### src/rtl/demux_pkg.sv
// Shared constants and the per-channel FIFO state type for the one-to-two word demux.
package demux_pkg;

    localparam int unsigned WIDTH_DEFAULT = 16;
    localparam int unsigned COUNT_W       = 8;

    typedef enum logic [1:0] {
        EMPTY = 2'd0,
        ONE   = 2'd1,
        FULL  = 2'd2
    } fifo_state_t;

endpackage

### src/rtl/word_fifo_two.sv
// Two-entry word FIFO: slot0 is always the head, slot1 the second word.
// A push while FULL is ignored; the caller must gate pushes with !full.
module word_fifo_two
    import demux_pkg::*;
#(
    parameter int unsigned WIDTH = WIDTH_DEFAULT
) (
    input  logic             clk,
    input  logic             rst_n,
    input  logic             push,
    input  logic [WIDTH-1:0] push_data,
    input  logic             ready,
    output logic             full,
    output logic             valid,
    output logic [WIDTH-1:0] head_data
);

    fifo_state_t      state;
    fifo_state_t      state_next;
    logic [WIDTH-1:0] slot0;
    logic [WIDTH-1:0] slot1;
    logic             push_ok;
    logic             pop_ok;

    assign push_ok = push && (state != FULL);
    assign pop_ok  = ready && (state != EMPTY);

    // State register; reset empties the FIFO immediately.
    always_ff @(posedge clk or negedge rst_n) begin
        if (!rst_n) begin
            state <= EMPTY;
        end else begin
            state <= state_next;
        end
    end

    // Next-state decode from push/pop events.
    always_comb begin
        state_next = state;
        case (state)
            EMPTY: if (push_ok) state_next = ONE;
            ONE: begin
                if (push_ok && !pop_ok)      state_next = FULL;
                else if (pop_ok && !push_ok) state_next = EMPTY;
            end
            FULL:    if (pop_ok) state_next = ONE;
            default: state_next = EMPTY;
        endcase
    end

    // Word storage; ONE with simultaneous push and pop overwrites the head in place.
    always_ff @(posedge clk or negedge rst_n) begin
        if (!rst_n) begin
            slot0 <= '0;
            slot1 <= '0;
        end else begin
            case (state)
                EMPTY: if (push_ok) slot0 <= push_data;
                ONE: begin
                    if (push_ok && pop_ok) slot0 <= push_data;
                    else if (push_ok)      slot1 <= push_data;
                end
                FULL:    if (pop_ok) slot0 <= slot1;
                default: ;
            endcase
        end
    end

    // Status and head outputs; the head reads zero whenever nothing is stored.
    always_comb begin
        valid     = (state != EMPTY);
        full      = (state == FULL);
        head_data = (state != EMPTY) ? slot0 : '0;
    end

endmodule

### src/rtl/word_demux_one_to_two.sv
// Routes each source word to one of two independently buffered output channels.
// Optional macro DEMUX_COUNT_EN adds saturating 8-bit delivered-word counters per channel.
module word_demux_one_to_two
    import demux_pkg::*;
#(
    parameter int unsigned WIDTH = WIDTH_DEFAULT
) (
    input  logic             in_clk,
    input  logic             in_rst_n,
    input  logic [WIDTH-1:0] in_data,
    input  logic             in_select,
    input  logic             in_valid,
    output logic             ou_ready,
    output logic [WIDTH-1:0] ou_data_one,
    output logic [WIDTH-1:0] ou_data_two,
    output logic             ou_valid_one,
    output logic             ou_valid_two,
    input  logic             in_ready_one,
    input  logic             in_ready_two
`ifdef DEMUX_COUNT_EN
    ,
    output logic [COUNT_W-1:0] ou_count_one,
    output logic [COUNT_W-1:0] ou_count_two
`endif
);

    logic full_one;
    logic full_two;
    logic push_one;
    logic push_two;

    // Ready follows the selected channel only; a FULL channel is never bypassed.
    always_comb begin
        ou_ready = in_select ? !full_two : !full_one;
        push_one = in_valid && ou_ready && !in_select;
        push_two = in_valid && ou_ready &&  in_select;
    end

    word_fifo_two #(.WIDTH(WIDTH)) u_fifo_one (
        .clk       (in_clk),
        .rst_n     (in_rst_n),
        .push      (push_one),
        .push_data (in_data),
        .ready     (in_ready_one),
        .full      (full_one),
        .valid     (ou_valid_one),
        .head_data (ou_data_one)
    );

    word_fifo_two #(.WIDTH(WIDTH)) u_fifo_two (
        .clk       (in_clk),
        .rst_n     (in_rst_n),
        .push      (push_two),
        .push_data (in_data),
        .ready     (in_ready_two),
        .full      (full_two),
        .valid     (ou_valid_two),
        .head_data (ou_data_two)
    );

`ifdef DEMUX_COUNT_EN
    logic pop_one;
    logic pop_two;

    assign pop_one = ou_valid_one && in_ready_one;
    assign pop_two = ou_valid_two && in_ready_two;

    // Delivered-word counters, saturating at all-ones.
    always_ff @(posedge in_clk or negedge in_rst_n) begin
        if (!in_rst_n) begin
            ou_count_one <= '0;
            ou_count_two <= '0;
        end else begin
            if (pop_one && (ou_count_one != '1)) ou_count_one <= ou_count_one + COUNT_W'(1);
            if (pop_two && (ou_count_two != '1)) ou_count_two <= ou_count_two + COUNT_W'(1);
        end
    end
`endif

endmodule
### config.mk
export PLATFORM = sky130hd
export DESIGN_NAME = word_demux_one_to_two
export DESIGN_NICKNAME = d
export VERILOG_FILES = /design/src/rtl/demux_pkg.sv /design/src/rtl/word_fifo_two.sv /design/src/rtl/word_demux_one_to_two.sv
export SDC_FILE = /design/constraint.sdc
export NUM_CORES = 1
export LEC_CHECK = 0
export BUFFER_PORTS_ARGS = -buffer_cell sky130_fd_sc_hd__buf_2
export CAP_MARGIN = 25
export CORE_AREA = 2 2 83 85
export DETAILED_ROUTE_END_ITERATION = 6
export DIE_AREA = 0 0 85 87
export PLACE_DENSITY = 0.79
export SETUP_SLACK_MARGIN = 0.1
export SYNTH_ARGS = -nofsm -noshare
export SYNTH_HDL_FRONTEND = slang
export SYNTH_SLANG_ARGS = --single-unit
### constraint.sdc
create_clock -name in_clk -period 2.05 [get_ports in_clk]
set_input_delay 0.1025 -clock in_clk [delete_from_list [all_inputs] [get_ports in_clk]]
set_output_delay 0.1025 -clock in_clk [all_outputs]
set_load 0.01 [all_outputs]
==> Flow_metrics.wiki <==
{| class="wikitable"
! Metric !! Value
|-
| Core Area || 6570 um2
|-
| Die span in x || 85 um
|-
| Total chip power || 4.27 mW
|-
| Yosys Warn Count || 0
|-
| Area of combinational cells with multiple inputs || 1330 um2
|-
| Number of distinct standard cells referenced by the synthesized netlist || 29
|-
| Vias per Instance || 5.69
|-
| Largest net degree at the start of global routing || 69
|-
| Number of pins exceeding their max-slew limit in the final report || 0
|-
| Inserted Clock Buffers || 9
|-
| Worst clock skew on the final layout || 0.00581 ns
|-
| CTS sink count || 68
|-
| Placed wire-length estimate after detailed placement || 4350 um
|-
| Drt first pass iters || 4
|-
| Height of the chip || 87 um
|-
| Fraction of synthesis flops using an asynchronous set or reset pin || 100%
|-
| Share of layout cells above drive strength 1 || 36.3%
|-
| Result of the run || completed
|-
| Seq/Total Area, Yosys || 54.1%
|-
| Port Buffer Count || 56
|-
| List of cells traversed by the critical path || or3b_1, o32a_1, o21a_1
|-
| Placement row count || 30
|-
| Routability congestion estimate from global placement || 0.750
|-
| Count of routing violations after the opening detailed-route iteration || 46
|-
| Clock tree from TritonCTS || yes
|-
| Number of antenna-violating nets in the routed design || 0
|-
| Register area || 1700 um2
|-
| Max-capacitance violation count || 0
|-
| Setup Crit Path Kind || reg -> reg
|-
| Global route total overflow || 0
|-
| Reg clk slew, reported paths || 0.07 ns
|-
| Post_cts resized || 0
|-
| Layout-stage area growth over the synthesis result || 19.9%
|-
| Cell count along the critical path || 3
|-
| Minimum period implied by the final worst setup slack || 1.83 ns
|-
| Transition time at the pin with the least slew margin || 0.685 ns
|-
| Kind of cell with the highest combined delay on the critical path || simple AND/OR/NAND/NOR gates
|-
| Setup Viol. Count Final || 0
|-
| Antenna diode count || 0
|-
| Hold violation total from the final report || 0
|-
| Largest area contributor in the synthesized netlist || sky130_fd_sc_hd__dfrtp_1
|-
| Overall die area || 7400 um2
|-
| Clock Path Buffers || 2
|-
| Tightest Hold Check Type || in -> reg
|-
| Req. time, crit path || 2.28 ns
|-
| Maximum VDD drop || 646 uV
|-
| Worst slew slack as a fraction of its limit || 54.3%
|-
| Share of the clock period used by the worst path after layout || 89.4%
|-
| Master cell of the clock root buffer || sky130_fd_sc_hd__clkbuf_8
|-
| Data arrival time of the critical path || 2.07 ns
|-
| Number of antenna violations at the first check in global routing || 0
|-
| Buffer and inverter count on the worst path || 0
|-
| Power density relative to cell area || 1130 nW/um2
|-
| Drc violations || 0
|-
| Average footprint of a synthesized cell || 13.0 um2
|-
| Type of element launching the critical path || flop
|-
| Most frequently used flop master after synthesis || sky130_fd_sc_hd__dfrtp_1
|-
| Worst-skew pair later-pin latency || 0.35 ns
|-
| Layout Nets || 328
|-
| Worst Reg2Reg Path Length in Cells || 3
|-
| Setup repair after global routing missed its margin || false
|-
| Global router's overall resource usage || 18.4%
|-
| Vias in the first global route || 2198
|-
| Worst Hold Margin || 0.0317 ns
|-
| Maximum level of the CTS H-tree || 3
|-
| Number of enable flip-flop cells after synthesis || 0
|-
| Routed WL per cell || 16.5 um
|-
| Share of the synthesized area in the top cell type || 54.1%
|-
| Setup Total Neg Slack || 0 ns
|-
| Number of fillers in the final layout || 561
|-
| Maximum fanout along the worst path || 17
|-
| Gate Count Post-Synth || 242
|-
| First-pass GRT wire length || 10600 um
|-
| Routed WL || 6450 um
|-
| P_leak || 1.64 nW
|-
| Number of register bits inferred by synthesis || 68
|-
| Initial Utilization || 47.9%
|-
| Area of the mapped netlist || 3150 um2
|-
| I/O pin cnt || 57
|-
| Maximum achievable frequency || 546 MHz
|-
| Worst path slowest cell || sky130_fd_sc_hd__or3b_1
|-
| Worst Setup End Kind || flop
|-
| Total via count in the routed design || 2224
|-
| Crit-path max cell delay || 0.70 ns
|-
| Area contributors post-synth || sky130_fd_sc_hd__dfrtp_1 (54%), sky130_fd_sc_hd__o32a_1 (10%), sky130_fd_sc_hd__mux2_2 (9.7%), sky130_fd_sc_hd__o21a_1 (7.6%), sky130_fd_sc_hd__nor2b_1 (6.8%)
|-
| Nets in the synthesized netlist || 264
|-
| Hold Crit Depth || 2
|}
[placed cells by master, fill, tap and decap left out, types with 4 or more instances in the layout]
cell                        n
sky130_fd_sc_hd__buf_2     56
sky130_fd_sc_hd__buf_4      9
sky130_fd_sc_hd__clkbuf_8  10
sky130_fd_sc_hd__dfrtp_1   68
sky130_fd_sc_hd__inv_1      4
sky130_fd_sc_hd__mux2_1     5
sky130_fd_sc_hd__mux2_2    27
sky130_fd_sc_hd__nor2b_1   34
sky130_fd_sc_hd__o21a_1    32
sky130_fd_sc_hd__o32a_1    32
[area by class of cell]
class	count	share of cell area, %
clock buffer	12	3.85
clock inverter	4	1.92
inverter	4	0.398
multi-input combinational	154	35.2
sequential	68	45.1
tap	80	2.65
timing repair buffer	69	10.8
[stage by stage]
step,util (%),cells,worst slack (ns),cell area [um2]
floorplan,-,242,0.406,3150
global placement,53.5,372,0.281,3510
detailed placement,53.5,372,0.209,3510
CTS,57.1,390,0.177,3750
global route,57.4,391,0.143,3770
finish,57.4,391,0.217,3770
[cells in the mapped netlist (2+ instances only)]
library cell,instances
sky130_fd_sc_hd__dfrtp_1,68
sky130_fd_sc_hd__nor2b_1,34
sky130_fd_sc_hd__o21a_1,32
sky130_fd_sc_hd__o32a_1,32
sky130_fd_sc_hd__mux2_2,27
sky130_fd_sc_hd__clkbuf_1,7
sky130_fd_sc_hd__mux2_1,5
sky130_fd_sc_hd__buf_6,4
sky130_fd_sc_hd__inv_1,4
sky130_fd_sc_hd__mux2i_1,3
sky130_fd_sc_hd__nor2_1,3
sky130_fd_sc_hd__buf_2,2
sky130_fd_sc_hd__buf_4,2
sky130_fd_sc_hd__nand3b_1,2
sky130_fd_sc_hd__nor3b_1,2
sky130_fd_sc_hd__o22ai_1,2
[final timing paths]
kind	startpoint	end	slack (ns)
hold / removal	in_data[8]	u_fifo_two.slot1[8]$_DFFE_PN0P_	0.03
setup / recovery	u_fifo_one.state[1]$_DFFE_PN0P_	u_fifo_one.slot0[3]$_DFFE_PN0P_	0.22
setup reg to reg	u_fifo_one.state[1]$_DFFE_PN0P_	u_fifo_one.slot0[3]$_DFFE_PN0P_	0.22
max in group asynchronous	in_rst_n	u_fifo_two.slot1[13]$_DFFE_PN0P_	1.47
min in group asynchronous	in_rst_n	u_fifo_one.state[0]$_DFFE_PN0P_	0.31
hold reg to reg	u_fifo_one.slot0[14]$_DFFE_PN0P_	u_fifo_one.slot0[14]$_DFFE_PN0P_	0.48
[power breakdown]
part | total (mW) | switching (mW) | internal [mW]
registers | 2.00 | 0.228 | 1.77
clock network | 1.21 | 0.492 | 0.717
logic | 1.06 | 0.465 | 0.600
[cells by family after synthesis]
| family | share of synthesized area [%] |
|---|---|
| AO/OA/AOI/OAI | 19.8 |
| flip-flops | 54.1 |
| AND/OR/NAND/NOR | 10.1 |
| multiplexers | 12.4 |
| buffers and inverters | 3.66 |
[timing repair]
item                                    CTS  global route
endpoints found under the setup margin    0            15
buffers inserted                          0             1
hold endpoints to repair                 69             0
hold buffers                              2             0
[routing by layer]
metal  share of wire [%]  track usage, %  vias up
met2                  51            31.6       50
met1                  43            22.3     1132
met5                   0               0        -
met3                 5.2            5.78        8
met4                0.82            5.48        0
li1                    -               -     1034
[worst register-to-register path: stages (launching register included)]
cell                      delay [ns]
sky130_fd_sc_hd__dfrtp_1        0.46
sky130_fd_sc_hd__or3b_1         0.70
sky130_fd_sc_hd__o32a_1         0.46
sky130_fd_sc_hd__o21a_1         0.11
[sequential cells by signal (all words and copies together) (netlist names)]
| signal | cells |
|---|---|
| u_fifo_two.slot1 | 16 |
| u_fifo_two.state | 2 |
| u_fifo_one.state | 2 |
| u_fifo_one.slot1 | 16 |
| u_fifo_one.slot0 | 16 |
| u_fifo_two.slot0 | 16 |
Power figures use the tool's default switching activity.
